<file path="config.mk">
export PLATFORM = sky130hd
export DESIGN_NAME = usb_tx_encoder_flat
export DESIGN_NICKNAME = d
export VERILOG_FILES = /design/src/rtl/usb_tx_encoder_if.sv /design/src/rtl/usb_tx_encoder.sv /design/src/flat_wrapper.sv
export SDC_FILE = /design/constraint.sdc
export NUM_CORES = 1
export LEC_CHECK = 0
export BUFFER_PORTS_ARGS = -buffer_cell sky130_fd_sc_hd__buf_4
export CORE_MARGIN = 4
export CORE_UTILIZATION = 55
export DETAILED_ROUTE_END_ITERATION = 8
export HOLD_SLACK_MARGIN = 0.15
export PLACE_DENSITY = 0.75
export SYNTH_ARGS = -nofsm -noshare
export SYNTH_HDL_FRONTEND = slang
export SYNTH_SLANG_ARGS = --single-unit
</file>
<file path="constraint.sdc">
create_clock -name clk -period 2.4 [get_ports clk]
set_clock_uncertainty 0.2 [all_clocks]
set_input_delay 0.24 -clock clk [delete_from_list [all_inputs] [get_ports clk]]
set_output_delay 0.24 -clock clk [all_outputs]
set_load 0.05 [all_outputs]
</file>
<file path="src/rtl/usb_tx_encoder_if.sv">
// usb_tx_encoder_if
//   Byte handshake between the TX packet FSM (master) and the USB transmit
//   encoder (slave).
//
//   tx_data   master->slave  byte to send, LSB goes on the line first
//   tx_last   master->slave  tx_data is the final byte of the packet
//   tx_valid  master->slave  tx_data/tx_last are valid
//   tx_ready  slave->master  encoder can take a byte this cycle
interface usb_tx_encoder_if;
    logic [7:0] tx_data;
    logic       tx_last;
    logic       tx_valid;
    logic       tx_ready;

    modport master (
        output tx_data,
        output tx_last,
        output tx_valid,
        input  tx_ready
    );

    modport slave (
        input  tx_data,
        input  tx_last,
        input  tx_valid,
        output tx_ready
    );
endinterface

</file>
<file path="src/rtl/usb_tx_encoder.sv">
// usb_tx_encoder
//   USB full-speed transmit encoder. Accepts bytes over a valid/ready
//   handshake into a one-entry holding register, serializes them LSB first at
//   CLKS_PER_BIT clocks per bit, applies bit stuffing and NRZI, drives D+/D-
//   and closes every packet with SE0,SE0,J.
//
//   Optional feature macro: USB_TX_BIT_STUFF_EN
//     defined   - a stuffed 0 follows every STUFF_LIMIT consecutive data 1s
//     undefined - no stuffing; every byte takes exactly 8 bit times
//
//   Ports
//     clk        system clock
//     rst        synchronous, active-high reset
//     tx_bus     slave side of usb_tx_encoder_if (tx_data/tx_last/tx_valid/tx_ready)
//     dp_out     D+ level (registered)
//     dm_out     D- level (registered)
//     tx_busy    packet in progress, including EOP
//     byte_sent  one-cycle strobe on the final cycle of a byte's last bit time
//     tx_error   one-cycle strobe on underrun, coincident with byte_sent
module usb_tx_encoder #(
    parameter int unsigned CLKS_PER_BIT = 8,
    parameter int unsigned STUFF_LIMIT  = 6
) (
    input  logic            clk,
    input  logic            rst,
    usb_tx_encoder_if.slave tx_bus,
    output logic            dp_out,
    output logic            dm_out,
    output logic            tx_busy,
    output logic            byte_sent,
    output logic            tx_error
);

    localparam int unsigned TW = $clog2(CLKS_PER_BIT);

    if (CLKS_PER_BIT < 2 || STUFF_LIMIT < 1) begin : g_bad_params
        $error("usb_tx_encoder: CLKS_PER_BIT must be >= 2 and STUFF_LIMIT >= 1");
    end

`ifdef USB_TX_BIT_STUFF_EN
    localparam int unsigned CW = $clog2(STUFF_LIMIT + 1);
    typedef enum logic [2:0] {IDLE, SEND, STUFF, EOP_SE0, EOP_J} state_t;
`else
    typedef enum logic [2:0] {IDLE, SEND, EOP_SE0, EOP_J} state_t;
`endif

    state_t        state_q, state_d;
    logic [TW-1:0] timer_q, timer_d;
    logic [2:0]    bit_q, bit_d;      // data bit index in SEND/STUFF, bit count in EOP_SE0
    logic [6:0]    shift_q, shift_d;  // remaining bits of the byte on the line
    logic          last_q, last_d;
    logic          hold_full_q, hold_full_d;
    logic [7:0]    hold_data_q, hold_data_d;
    logic          hold_last_q, hold_last_d;
    logic          dp_q, dp_d;
    logic          dm_q, dm_d;
`ifdef USB_TX_BIT_STUFF_EN
    logic [CW-1:0] cnt_q, cnt_d;
    logic [CW-1:0] cnt_base;
`endif

    logic ready;
    logic accept;
    logic wrap;
    logic take;
    logic next_bit;
    logic byte_end;
    logic goto_eop;
    logic bit_val;

    assign ready           = !hold_full_q && (state_q != EOP_SE0) && (state_q != EOP_J);
    assign tx_bus.tx_ready = ready;
    assign accept          = tx_bus.tx_valid && ready;
    assign wrap            = (timer_q == TW'(CLKS_PER_BIT - 1));

    assign dp_out  = dp_q;
    assign dm_out  = dm_q;
    assign tx_busy = (state_q != IDLE);

    always_ff @(posedge clk) begin
        if (rst) begin
            state_q     <= IDLE;
            timer_q     <= '0;
            bit_q       <= '0;
            shift_q     <= '0;
            last_q      <= 1'b0;
            hold_full_q <= 1'b0;
            hold_data_q <= '0;
            hold_last_q <= 1'b0;
            dp_q        <= 1'b1;
            dm_q        <= 1'b0;
`ifdef USB_TX_BIT_STUFF_EN
            cnt_q       <= '0;
`endif
        end else begin
            state_q     <= state_d;
            timer_q     <= timer_d;
            bit_q       <= bit_d;
            shift_q     <= shift_d;
            last_q      <= last_d;
            hold_full_q <= hold_full_d;
            hold_data_q <= hold_data_d;
            hold_last_q <= hold_last_d;
            dp_q        <= dp_d;
            dm_q        <= dm_d;
`ifdef USB_TX_BIT_STUFF_EN
            cnt_q       <= cnt_d;
`endif
        end
    end

    // The line register always holds the level of the bit currently on the
    // bus; the level of the following bit is decided at timer wrap.
    always_comb begin
        state_d     = state_q;
        timer_d     = timer_q;
        bit_d       = bit_q;
        shift_d     = shift_q;
        last_d      = last_q;
        hold_full_d = hold_full_q;
        hold_data_d = hold_data_q;
        hold_last_d = hold_last_q;
        dp_d        = dp_q;
        dm_d        = dm_q;
        take        = 1'b0;
        next_bit    = 1'b0;
        byte_end    = 1'b0;
        goto_eop    = 1'b0;
        bit_val     = 1'b0;
        byte_sent   = 1'b0;
        tx_error    = 1'b0;
`ifdef USB_TX_BIT_STUFF_EN
        cnt_d       = cnt_q;
        cnt_base    = cnt_q;
`endif

        if (state_q != IDLE) begin
            timer_d = wrap ? '0 : timer_q + TW'(1);
        end

        if (accept) begin
            hold_full_d = 1'b1;
            hold_data_d = tx_bus.tx_data;
            hold_last_d = tx_bus.tx_last;
        end

        case (state_q)
            IDLE: begin
                if (hold_full_q) begin
                    take = 1'b1;
`ifdef USB_TX_BIT_STUFF_EN
                    cnt_base = '0;
`endif
                end
            end
            SEND: begin
                if (wrap) begin
`ifdef USB_TX_BIT_STUFF_EN
                    if (cnt_q == CW'(STUFF_LIMIT)) begin
                        state_d = STUFF;
                        dp_d    = dm_q;
                        dm_d    = dp_q;
                        cnt_d   = '0;
                    end else if (bit_q != 3'd7) begin
                        next_bit = 1'b1;
                    end else begin
                        byte_end = 1'b1;
                    end
`else
                    if (bit_q != 3'd7) begin
                        next_bit = 1'b1;
                    end else begin
                        byte_end = 1'b1;
                    end
`endif
                end
            end
`ifdef USB_TX_BIT_STUFF_EN
            STUFF: begin
                // A stuff bit owed after bit 7 still precedes the byte boundary.
                if (wrap) begin
                    state_d = SEND;
                    if (bit_q != 3'd7) begin
                        next_bit = 1'b1;
                    end else begin
                        byte_end = 1'b1;
                    end
                end
            end
`endif
            EOP_SE0: begin
                if (wrap) begin
                    if (bit_q == 3'd1) begin
                        state_d = EOP_J;
                        bit_d   = '0;
                        dp_d    = 1'b1;
                        dm_d    = 1'b0;
                    end else begin
                        bit_d = bit_q + 3'd1;
                    end
                end
            end
            EOP_J: begin
                if (wrap) begin
                    state_d = IDLE;
                end
            end
            default: begin
                state_d = IDLE;
            end
        endcase

        if (byte_end) begin
            byte_sent = 1'b1;
            if (last_q) begin
                goto_eop = 1'b1;
            end else if (hold_full_q) begin
                take = 1'b1;
            end else begin
                tx_error = 1'b1;
                goto_eop = 1'b1;
            end
        end

        if (goto_eop) begin
            state_d = EOP_SE0;
            bit_d   = '0;
            dp_d    = 1'b0;
            dm_d    = 1'b0;
        end

        if (take) begin
            state_d     = SEND;
            timer_d     = '0;
            bit_d       = '0;
            shift_d     = hold_data_q[7:1];
            last_d      = hold_last_q;
            hold_full_d = 1'b0;
            bit_val     = hold_data_q[0];
        end

        if (next_bit) begin
            bit_d   = bit_q + 3'd1;
            shift_d = shift_q >> 1;
            bit_val = shift_q[0];
        end

        if (take || next_bit) begin
            // NRZI: a 0 swaps J/K, a 1 keeps the current level.
            if (!bit_val) begin
                dp_d = dm_q;
                dm_d = dp_q;
            end
`ifdef USB_TX_BIT_STUFF_EN
            cnt_d = bit_val ? cnt_base + CW'(1) : '0;
`endif
        end
    end

endmodule

</file>
<file path="src/flat_wrapper.sv">
// flat-port wrapper written by rule: the top's interface ports become plain ports
module usb_tx_encoder_flat 
#(
    parameter int unsigned CLKS_PER_BIT = 8,
    parameter int unsigned STUFF_LIMIT  = 6
)
  (clk, rst, dp_out, dm_out, tx_busy, byte_sent, tx_error, tx_bus_tx_data, tx_bus_tx_last, tx_bus_tx_valid, tx_bus_tx_ready);
  usb_tx_encoder_if tx_bus_i ();
  input  logic clk;
  input  logic rst;
  output logic dp_out;
  output logic dm_out;
  output logic tx_busy;
  output logic byte_sent;
  output logic tx_error;
  input wire logic [$bits(tx_bus_i.tx_data)-1:0] tx_bus_tx_data;
  input wire logic [$bits(tx_bus_i.tx_last)-1:0] tx_bus_tx_last;
  input wire logic [$bits(tx_bus_i.tx_valid)-1:0] tx_bus_tx_valid;
  output wire logic [$bits(tx_bus_i.tx_ready)-1:0] tx_bus_tx_ready;
  assign tx_bus_i.tx_data = tx_bus_tx_data;
  assign tx_bus_i.tx_last = tx_bus_tx_last;
  assign tx_bus_i.tx_valid = tx_bus_tx_valid;
  assign tx_bus_tx_ready = tx_bus_i.tx_ready;
  usb_tx_encoder #(.CLKS_PER_BIT(CLKS_PER_BIT), .STUFF_LIMIT(STUFF_LIMIT)) u_core (.clk(clk), .rst(rst), .tx_bus(tx_bus_i), .dp_out(dp_out), .dm_out(dm_out), .tx_busy(tx_busy), .byte_sent(byte_sent), .tx_error(tx_error));
endmodule
</file>
==> After elaboration in Yosys (flattened, before gate mapping) <==
Index checks and enable logic that the tools add are counted.
{ "op_classes": {"addsub": 2, "eq_ne": 19, "n_mux": 46, "bitwise": 1, "n_reduce_logical": 18} }
{ "op_table": {"columns": ["cell", "count"], "rows": [
  ["$mux W1", 32],
  ["$mux W3", 10],
  ["$mux W6", 2],
  ["$ne A3 B1 Y1 const B", 4],
  ["$ne A4 B1 Y1 const B", 3],
  ["$reduce_and A4 Y1", 3],
  ["$pmux W3 S3", 1],
  ["$ne A2 B1 Y1 const B", 4],
  ["$reduce_bool A4 Y1", 2],
  ["$add A3 B1 Y3 const B", 2],
  ["$eq A3 B1 Y1 const B", 2],
  ["$eq A3 B2 Y1 const B", 2],
  ["$ne A3 B2 Y1 const B", 2],
  ["$reduce_or A2 Y1", 3],
  ["$eq A3 B3 Y1 const B", 1],
  ["$logic_and A1 B1 Y1", 3],
  ["$logic_not A3 Y1", 1],
  ["$ne A3 B3 Y1 const B", 1],
  ["$reduce_bool A3 Y1", 1],
  ["$reduce_or A3 Y1", 1],
  ["$mux W2", 1],
  ["$reduce_and A2 Y1", 1],
  ["$reduce_bool A2 Y1", 1],
  ["$logic_not A1 Y1", 1],
  ["other kinds (2)", 2]
]} }
{ "totals": {"ff_bits": 29, "input_bits": 12, "out_inout_bits": 6, "wordCells": 99} }

==> Longest topological paths before layout <==
Gate-level depths: netlist of run 1.
{ "depth": {"depth_word": 9, "ltp_mapped": 7, "mapped_depth_nobuf": 6} }

==> Least setup slack after synthesis of run 1 <==
No wires, ideal clock.
{ "synth_path": {"kind": "reg-to-output", "start": "register u_core.bit_q[0]", "end": "output port tx_error", "arrival_ns": 1.890, "required_time_ns": 1.960, "path_slack_ns": 0.070, "stages_incl_launch_ff": 5, "path_buffers": 0, "path_cell_list": "dfxtp_1 > ha_1 > ha_1 > nand4b_4 > nor3_1"} }
{ "synth_between": {"elab_chain_cells": 5} }
{ "synth_rtl": {"columns": ["item", "line_no", "source"], "rows": [
  ["from (decl)", "usb_tx_encoder.sv:49", "logic [2:0] bit_q, bit_d;"],
  ["from (signal assigned)", "usb_tx_encoder.sv:98", "bit_q <= bit_d;"],
  ["$ne A3 B3 Y1", "usb_tx_encoder.sv:170", "if (bit_q != 3'd7) begin"],
  ["$mux W1", "usb_tx_encoder.sv:170", null],
  ["$mux W1", "usb_tx_encoder.sv:157", "if (wrap) begin"],
  ["$mux W1", "usb_tx_encoder.sv:147", "case (state_q)"],
  ["$mux W1", "usb_tx_encoder.sv:213", "if (byte_end) begin"],
  ["to (decl)", "flat_wrapper.sv:15", "output logic tx_error;"]
]} }
No other way between the ends.

==> Worst setup path in the final report of run 1 <==
{ "layout_path": {"start": "register u_core.state_q[1]", "end": "register u_core.hold_data_q[5]"} }
{ "layout_between": {"elab_chain_cells": 4, "elab_cells_between_ends": 5, "cone_classes": "eq/ne: 2; reduce/logical: 3"} }
{ "layout_rtl": {"columns": ["item", "line_no", "source"], "rows": [
  ["from (decl)", "usb_tx_encoder.sv:47", "state_t state_q, state_d;"],
  ["from (signal assigned)", "usb_tx_encoder.sv:96", "state_q <= state_d;"],
  ["$ne A3 B2 Y1", "usb_tx_encoder.sv:71", "assign ready = !hold_full_q && (state_q != EOP_SE0) && (state_q != EOP_J);"],
  ["$logic_and A1 B1 Y1", "usb_tx_encoder.sv:71", null],
  ["$logic_and A1 B1 Y1 (*)", "usb_tx_encoder.sv:71", null],
  ["$logic_and A1 B1 Y1 (*)", "usb_tx_encoder.sv:73", "assign accept = tx_bus.tx_valid && ready;"],
  ["to (signal assigned)", "usb_tx_encoder.sv:102", "hold_data_q <= hold_data_d;"],
  ["to (decl)", "usb_tx_encoder.sv:53", "logic [7:0] hold_data_q, hold_data_d;"]
]} }
Mark *: on every way between the ends. The rest lies on a longest branch, timed or not.
A chain may end at the register's enable or synchronous reset.

==> results of run 1 <==
==> sequential cells by signal, indices dropped and copies added (netlist names) <==
| signal | count |
|---|---|
| u_core.hold_data_q | 8 |
| u_core.shift_q | 7 |
| u_core.bit_q | 3 |
| u_core.timer_q | 3 |
| u_core.state_q | 2 |
| u_core.dm_out | 1 |
| u_core.dp_out | 1 |
| u_core.hold_full_q | 1 |
| u_core.hold_last_q | 1 |
| u_core.last_q | 1 |
==> cells by family after synthesis <==
logic type	share of synthesized area
AND/OR/NAND/NOR	0.227
AO/OA/AOI/OAI	0.165
flip-flops	0.425
buffers and inverters	0.0682
multiplexers	0.0682
adder cells (fa/ha/maj)	0.0474
==> layer usage <==
layer,GRT usage,vias to the layer above
li1,-,593
met1,0.270,537
met2,0.290,22
met3,0.0249,6
met4,0.0795,0
met5,0,-
==> power by group through the flow <==
| stage | logic, mW | registers [mW] | clock network (mW) |
|---|---|---|---|
| after floorplan | 0.110 | 0.526 | 0 |
| after global placement | 0.153 | 0.521 | 0 |
| after detailed placement | 0.157 | 0.524 | 0 |
| after CTS | 0.184 | 0.513 | 0.233 |
| after global routing | 0.203 | 0.517 | 0.254 |
| final | 0.186 | 0.514 | 0.227 |
==> stage by stage <==
| stage | instance area (µm²) | setup WS, ps | total power, mW |
|---|---|---|---|
| finish | 1670 | 228 | 0.926 |
| global route | 1670 | 57.5 | 0.975 |
| CTS | 1670 | 77.2 | 0.930 |
| detailed placement | 1450 | 238 | 0.681 |
| global placement | 1450 | 349 | 0.674 |
| floorplan | 1320 | 70.2 | 0.637 |
==> worst max path at each step <==
stage	depth (start not counted)	endpoint	slack, ps
2_1_floorplan	4	tx_error	70
3_3_place_gp	7	u_core.dp_out	350
3_5_place_dp	7	u_core.shift_q[2]	240
4_1_cts	5	tx_error	80
5_1_grt	5	tx_error	60
6_report	5	u_core.hold_data_q[5]	230
==> critical path, cell delays in order, from the launching register on <==
cell           delay (ps)
dfxtp_1               430
nor2_1                220
and2_1                400
nand2_1                90
a21oi_1               170
dlygate4sd3_1         590
==> placed cells by master (no fill, tap or decap), types with 2 or more instances in the layout <==
cell type / count
nand2_1: 26
dlygate4sd3_1: 19
a21oi_1: 14
nor3_1: 3
a32oi_1: 2
dfxtp_1: 28
buf_4: 20
nand2b_1: 4
clkbuf_4: 3
nor2_1: 17
nor2b_1: 3
ha_1: 4
a21oi_2: 2
inv_1: 8
mux2i_1: 9
nand3b_1: 2
a211oi_1: 6
==> final cells by class <==
cell class / count / share of cell area
multi-input combinational: 108 / 0.401
sequential: 28 / 0.335
timing repair buffer: 39 / 0.203
clock buffer: 4 / 0.0217
tap: 28 / 0.0209
inverter: 8 / 0.0179
==> what timing repair did <==
item,in CTS,in global routing
resized for setup,0,1
endpoints found under the setup margin,0,3
hold buffers,19,0
endpoints found under the hold margin,22,0
==> out/results.tsv, run 1 <==
stage	metric	value	unit
power_and_ir_drop	power_frac_comb	0.200	
final_layout	layout-drive-gt1-share	0.155	
grt	grt_max_degree	27	
routing	wl_met2	1.26	mm
grt	track_usage	0.190	
final_layout	postLayoutCoreUtil	0.743	
routing	wirelength	2.78	mm
synth	async_flop_share	0	
routing	drt-pass1-iter-count	4	
synth	ys_top_cells_by_count	dfxtp_1 (28), nand2_1 (26), nor2_1 (17), a21oi_1 (14), mux2i_1 (9)	
setup_path	reg2reg_depth	5	
floorplan	fp.dieW	57.0	µm
synth	synth_cells	153	
final_layout	multi_input_area	672	µm²
final_layout	nets	205	
final_layout	regArea	561	µm²
floorplan	die_area	3250	µm²
power_and_ir_drop	p_sw	0.258	mW
setup_path	end_kind	register	
clock_network	cts_buffers	3	
clock_network	clk_latency	320	ps
synth	synthesis.nets	170	
floorplan	start_util	0.585	
power_and_ir_drop	peakVddDrop	374	µV
clock_network	cts_tree	yes	
place	routabilityCongestion	0.747	
sta	fin_crit	2170	ps
synth	yosysWarnings	0	
place	place_inst	192	
sta	hold_ws	275	ps
floorplan	ios	18	
sta	setup_tns	0	ps
sta	fmax	460	MHz
sta	finalHoldViolations	0	
setup_path	r2r-start	u_core.state_q[1]	
sta	slew_violations	0	
setup_path	cp-start-kind	register	
power_and_ir_drop	switching_share	0.278	
synth	synth_most_common_cell	dfxtp_1	
synth	synth-seq-cells	28	
power_and_ir_drop	p_leak	0.757	nW
routing	antenna_left	0	
place	place_hpwl	1.81	mm
final_layout	area_growth_syn_to_layout	26.8	%
sta	setup_violations	0	
synth	avgSynthCellArea	8.63	µm²
synth	ys_seq_area_frac	0.425	
setup_path	r2r_slack	230	ps
routing	maxUsedRoutingLayer	met4	
power_and_ir_drop	cellPowerDensity	553	nW/µm²
synth	synth_area_leaders	dfxtp_1 (42%), nand2_1 (7.4%), mux2i_1 (6.8%)	
clock_network	ctsLongestPathBuffers	2	
routing	drcViolationCount	0	
setup_path	path_class	register to register	
floorplan	core_area	2250	µm²
setup_path	required	2470	ps
final_layout	antenna-diode-count	0	
grt	antenna_found_initial	0	
setup_path	worstPathArrival	2240	ps
place	portBuffers	17	
grt	grt_pass1_wl	5.04	mm
worst_hold_path	hold_class	register to register	
sta	rsz0062_at_grt	false	
routing	wl_met3	111	µm
job	max_cap_viol_count	0	
clock_network	clkTransAtPathRegs	150	ps
clock_network	cts_setup_buffers	0	
routing	vias	1158	
final_layout	nFillCells	191	
clock_network	clock-root-buffer	clkbuf_4	
synth	synth_area	1320	µm²
clock_network	cts.sinks	28	
power_and_ir_drop	power.internal	0.669	mW
worst_hold_path	hp-start	u_core.timer_q[1]	
power_and_ir_drop	clockPowerShare	0.245	
routing	detail_route.wl_per_cell	12.9	µm
synth	ys.flop_type	dfxtp_1	
synth	synth-edff-count	0	
grt	grt_pass1_vias	1109	
setup_path	crit_start	u_core.state_q[1]	
routing	drtIter0Drc	31	
setup_path	crit_path_max_fanout	11	
sta	period_share	0.905	
outcome	run_status	finished, final reports clean	
grt	grt_overflow_total	0	
floorplan	die-height	57.0	µm
synth	yosysUniqueCellTypes	32	
setup_path	r2r_end	u_core.hold_data_q[5]	
synth	synth_top_area_share	0.425	
worst_hold_path	whs_endpoint	u_core.timer_q[1]	
worst_hold_path	holdPathStages	2	
routing	wl_met1	1.36	mm
power_and_ir_drop	seqPwrFrac	0.554	
clock_network	htreeDepth	1	
floorplan	row_count	17	
sta	tightest_slew	450	ps
synth	synth_area_leader_cell	dfxtp_1	
final_layout	layout.cells.non_filler	215	
routing	routed_via_density	5.39	
sta	slew_headroom	0.692	
No activity file was read; power rests on OpenSTA's default activity.
==> inputs of run 2 (changes only) <==
--- a/config.mk
+++ b/config.mk
@@ -5,10 +5,10 @@
 export SDC_FILE = /design/constraint.sdc
 export NUM_CORES = 1
 export LEC_CHECK = 0
-export BUFFER_PORTS_ARGS = -buffer_cell sky130_fd_sc_hd__buf_4
 export CORE_MARGIN = 4
-export CORE_UTILIZATION = 55
+export CORE_UTILIZATION = 61
 export DETAILED_ROUTE_END_ITERATION = 8
+export DONT_BUFFER_PORTS = 1
 export HOLD_SLACK_MARGIN = 0.15
 export PLACE_DENSITY = 0.75
 export SYNTH_ARGS = -nofsm -noshare
==> out/results.tsv, run 2 (same netlist as run 1, synthesis figures left out) <==
stage	metric	value	unit	change
outcome	run_status	finished, final reports clean		
setup_path	worstPathArrival	1760	ps	-480 ps
clock_network	htreeDepth	1		unchanged
sta	setup_tns	0	ps	unchanged
routing	antenna_left	0		unchanged
final_layout	mostFrequentLayoutCell	dfxtp_1		
power_and_ir_drop	cellPowerDensity	621	nW/µm²	+12%
power_and_ir_drop	p_leak	0.668	nW	-12%
sta	hold_ws	271	ps	-4.06 ps
floorplan	die-height	54.5	µm	-4.3%
job	max_cap_viol_count	0		unchanged
routing	vias	1091		-5.8%
grt	grt_pass1_vias	1059		-4.5%
floorplan	die_area	2970	µm²	-8.5%
final_layout	largestRegisters	u_core.hold_data_q x8, u_core.shift_q x7		
floorplan	start_util	0.659		+0.0739
sta	tightest_slew	865	ps	+415 ps
setup_path	cp-start-kind	register		
final_layout	largest_reg_flops	8		unchanged
setup_path	crit_path_max_fanout	12		+1
setup_path	end_kind	output pin		
final_layout	nets	191		-6.8%
routing	routed_via_density	5.46		+1.3%
setup_path	slowest_delay	390	ps	-200 ps
sta	final.setup.worst_slack	195	ps	-32.9 ps
place	portBuffers	0		-17
sta	slew_violations	0		unchanged
setup_path	path_class	register to output pin		
routing	detail_route.wl_per_cell	13.4	µm	+3.2%
grt	grt_max_degree	27		unchanged
place	place_ws	281	ps	+42.2 ps
routing	drcViolationCount	0		unchanged
final_layout	regMostFlops	u_core.hold_data_q		
sta	period_share	0.919		+0.0137
sta	fin_crit	2200	ps	+32.9 ps
routing	drt-pass1-iter-count	4		unchanged
setup_path	cp_num_buf_inv	2		+1
sta	rsz0062_at_grt	false		
power_and_ir_drop	p_total	0.983	mW	+6.1%
sta	slew_headroom	0.421		-0.271
place	routabilityCongestion	0.827		+11%
sta	fmax	454	MHz	-1.5%
setup_path	r2r_slack	230	ps	about the same
sta	setup_violations	0		unchanged
clock_network	clock-root-buffer	clkbuf_4		
final_layout	postLayoutCoreUtil	0.790		+0.0475
floorplan	row_count	16		-1
clock_network	cts.sinks	28		unchanged
final_layout	area_growth_syn_to_layout	19.8	%	
clock_network	cts_tree	yes		
routing	drtIter0Drc	20		-35%
routing	wirelength	2.67	mm	-4.0%
power_and_ir_drop	peakVddDrop	515	µV	+38%
floorplan	ios	18		unchanged
final_layout	antenna-diode-count	0		unchanged
floorplan	fp.dieW	54.5	µm	-4.3%
clock_network	clk_latency	330	ps	about the same
floorplan	core_area	2000	µm²	-11%
setup_path	cp_cell_sequence	ha_1, ha_1, buf_4, nand4b_4, nor3_1, buf_4		
place	place_hpwl	1.81	mm	+0.38%
grt	grt_overflow_total	0		unchanged
final_layout	final_cell_mix	dfxtp_1 (28), nand2_1 (26), dlygate4sd3_1 (19)		
clock_network	cts_buffers	3		unchanged
clock_network	cts_setup_buffers	0		unchanged
grt	antenna_found_initial	0		unchanged
setup_path	cpLargestDelayFamily	buffers and inverters		
grt	track_usage	0.215		+0.0253
final_layout	layout-drive-gt1-share	0.0809		-0.0742
worst_hold_path	hold_class	register to register		
sta	finalHoldViolations	0		unchanged
setup_path	required	1960	ps	-510 ps
setup_path	slowest_stage	dfxtp_1		
clock_network	clkTransAtPathRegs	150	ps	about the same
clock_network	ctsLongestPathBuffers	2		unchanged
final_layout	nFillCells	136		-29%
grt	grt_pass1_wl	4.59	mm	-8.9%
## run 2: routing by layer
metal,part of all wire,global-route usage
met5,0,0
met4,0.0071,0.0913
met3,0.053,0.0518
met2,0.49,0.369
met1,0.45,0.255
## run 2: worst reg2reg max path: stages (launching register included)
cell      delay [ps]
dfxtp_1          400
ha_1             160
ha_1             240
nand3b_1         120
a21oi_2          370
buf_4            230
mux2i_1          200
a211oi_1         100
## run 2: final cells by class
cell class	instances	area, µm²	area share
clock buffers	3	22.5	0.0142
clock inverters	1	30.0	0.0190
inverters	8	30.0	0.0190
multi-input cells	108	669	0.423
flip-flops and latches	28	561	0.354
well taps	27	33.8	0.0214
repair buffers	25	235	0.149
## run 2: path summary, 6_finish.rpt
path                         startpoint               endpoint  cells past startpoint
setup / recovery      u_core.timer_q[0]               tx_error                      6
hold / removal    u_core.hold_data_q[5]  u_core.hold_data_q[5]                      2
setup reg to reg        u_core.bit_q[0]      u_core.shift_q[0]                      7
hold reg to reg   u_core.hold_data_q[5]  u_core.hold_data_q[5]                      2
## run 2: stage by stage
| step | instance area [µm²] | std cells |
|---|---|---|
| 5_1_grt | 1580 | 200 |
| 6_report | 1580 | 200 |
| 2_1_floorplan | 1320 | 153 |
| 3_5_place_dp | 1340 | 177 |
| 4_1_cts | 1580 | 200 |
| 3_3_place_gp | 1340 | 177 |
## run 2: repair_timing
item	CTS	global route
hold buffers	19	0
endpoints found under the hold margin	28	0
resized for setup	0	0
## run 2: report_power, final
part           internal [mW]  switching [mW]  leakage [nW]
clock network          0.169           0.137        0.0279
logic                 0.0685          0.0881         0.412
registers              0.490          0.0302         0.228
total                  0.727           0.256         0.668
==> inputs of run 3 (changes only) <==
--- a/config.mk
+++ b/config.mk
@@ -10,7 +10,7 @@
 export DETAILED_ROUTE_END_ITERATION = 8
 export DONT_BUFFER_PORTS = 1
 export HOLD_SLACK_MARGIN = 0.15
-export PLACE_DENSITY = 0.75
+export PLACE_DENSITY = 0.73
 export SYNTH_ARGS = -nofsm -noshare
 export SYNTH_HDL_FRONTEND = slang
 export SYNTH_SLANG_ARGS = --single-unit
==> out/results.tsv, run 3 (same netlist as run 1, synthesis figures left out) <==
stage	metric	value	unit	change
final_layout	largest_reg_flops	8		unchanged
final_layout	finalInstanceArea	1540	µm²	-2.5%
grt	track_usage	0.214		-0.00134
power_and_ir_drop	p_leak	0.680	nW	+1.8%
final_layout	area_growth_syn_to_layout	16.8	%	
floorplan	core_area	2000	µm²	unchanged
routing	vias	1109		+1.6%
power_and_ir_drop	power.internal	0.615	mW	-15%
place	placed_cell_area	1340	µm²	unchanged
place	portBuffers	0		unchanged
final_layout	regMostFlops	u_core.hold_data_q		
setup_path	slowest_delay	580	ps	+190 ps
clock_network	clk_latency	310	ps	-20 ps
routing	drcViolationCount	0		unchanged
clock_network	clkTransAtPathRegs	130	ps	-20 ps
setup_path	slowest_stage	dlygate4sd3_1		
setup_path	end_kind	register		
power_and_ir_drop	clockPowerShare	0.210		-0.102
final_layout	nets	190		-0.52%
sta	rsz0062_at_grt	false		
final_layout	nFillCells	154		+13%
sta	tightest_slew	916	ps	+51.1 ps
routing	drt-pass1-iter-count	4		unchanged
outcome	run_status	finished, final reports clean		
worst_hold_path	holdPathStages	3		+1
setup_path	worstPathArrival	2270	ps	+510 ps
setup_path	reg2reg_depth	5		-2
routing	routed_via_density	5.60		+2.7%
clock_network	clock-root-buffer	clkbuf_4		
place	place_inst	177		unchanged
clock_network	cts_buffers	3		unchanged
final_layout	layout.cells.non_filler	198		-1.0%
sta	fmax	454	MHz	about the same
final_layout	antenna-diode-count	0		unchanged
sta	period_share	0.918		about the same
place	place_ws	380	ps	+99.1 ps
routing	wirelength	2.80	mm	+4.6%
final_layout	final_cell_mix	dfxtp_1 (28), nand2_1 (26), dlygate4sd3_1 (18)		
grt	grt_pass1_vias	1029		-2.8%
place	routabilityCongestion	0.806		-2.5%
sta	setup_tns	0	ps	unchanged
setup_path	r2r_slack	200	ps	-30 ps
floorplan	die-height	54.5	µm	unchanged
setup_path	path_class	register to register		
floorplan	die_area	2970	µm²	unchanged
sta	slew_violations	0		unchanged
sta	fin_crit	2200	ps	-1.31 ps
sta	final.setup.worst_slack	196	ps	+1.31 ps
sta	finalHoldViolations	0		unchanged
grt	grt_overflow_total	0		unchanged
power_and_ir_drop	seqPwrFrac	0.606		+0.077
final_layout	largestRegisters	u_core.hold_data_q x8, u_core.shift_q x7		
floorplan	start_util	0.659		unchanged
grt	grt_pass1_wl	4.62	mm	+0.76%
clock_network	cts_resized	0		unchanged
clock_network	ctsLongestPathBuffers	2		unchanged
clock_network	htreeDepth	1		unchanged
grt	grt_max_degree	27		unchanged
clock_network	cts.sinks	28		unchanged
worst_hold_path	hold_class	input pin to register		
routing	drtIter0Drc	23		+15%
power_and_ir_drop	p_total	0.859	mW	-13%
setup_path	cp-start-kind	register		
sta	slew_headroom	0.387		-0.0342
job	max_cap_viol_count	0		unchanged
routing	antenna_left	0		unchanged
final_layout	layout-drive-gt1-share	0.0760		-0.00490
power_and_ir_drop	p_sw	0.244	mW	-4.6%
final_layout	mostFrequentLayoutCell	dfxtp_1		
place	place_hpwl	1.79	mm	-1.1%
routing	detail_route.wl_per_cell	14.1	µm	+5.7%
floorplan	ios	18		unchanged
sta	setup_violations	0		unchanged
power_and_ir_drop	cellPowerDensity	557	nW/µm²	-10%
floorplan	fp.dieW	54.5	µm	unchanged
grt	antenna_found_initial	0		unchanged
setup_path	cp_cell_sequence	nor2_1, and2_1, nand2_1, a21oi_1, dlygate4sd3_1		
clock_network	cts_tree	yes		
power_and_ir_drop	peakVddDrop	521	µV	+1.1%
power_and_ir_drop	switching_share	0.284		+0.0238
floorplan	row_count	16		unchanged
setup_path	required	2470	ps	+510 ps
setup_path	crit_path_max_fanout	11		-1
power_and_ir_drop	power_frac_comb	0.184		+0.025
run 3: cell types whose count changed in the layout (fill, tap and decap cells not counted), sizes merged:
cell	before	now
bufinv	1	0
dlygate4sd3	19	18
run 3: final timing paths:
| check | startpoint | endpoint |
|---|---|---|
| setup / recovery | u_core.state_q[1] | u_core.hold_data_q[2] |
| hold / removal | tx_bus_tx_valid | u_core.hold_full_q |
| setup reg to reg | u_core.state_q[1] | u_core.hold_data_q[2] |
| hold reg to reg | u_core.timer_q[2] | u_core.timer_q[2] |
run 3: repair_timing:
item	CTS	global route
setup buffers	0	0
endpoints found under the hold margin	28	0
endpoints found under the setup margin	0	0
hold buffers	18	0
run 3: per-stage QoR:
step	util	hold WS (ps)
global route	0.770	245
CTS	0.770	172
detailed placement	0.669	114
finish	0.770	190
floorplan	-	176
global placement	0.669	112
run 3: power groups by stage:
stage          sequential (mW)  combinational, mW  clock (mW)
6_report                 0.520              0.158       0.181
5_1_grt                  0.524              0.173       0.204
4_1_cts                  0.519              0.154       0.183
3_5_place_dp             0.529              0.122           0
3_3_place_gp             0.529              0.118           0
2_1_floorplan            0.526              0.110           0
run 3: per-layer routing:
layer  up-vias  global-route usage  part of all wire
li1        567                   -                 -
met1       511               0.281              0.48
met2        31               0.357              0.47
met3         0              0.0518             0.048
met4         0              0.0415                 0
met5         -                   0                 0
run 3: cell type report:
class | count | area, µm² | area share
well taps | 27 | 33.8 | 0.0219
clock buffers | 3 | 22.5 | 0.0146
inverters | 8 | 30.0 | 0.0195
multi-input cells | 108 | 669 | 0.434
flip-flops and latches | 28 | 561 | 0.364
repair buffers | 24 | 225 | 0.146
run 3: critical path, delay by kind of cell, from the launching register on:
kind	cells	cell delay [ps]
simple gates	3	750
flops	1	450
compound gates	1	170
buf+inv	1	580
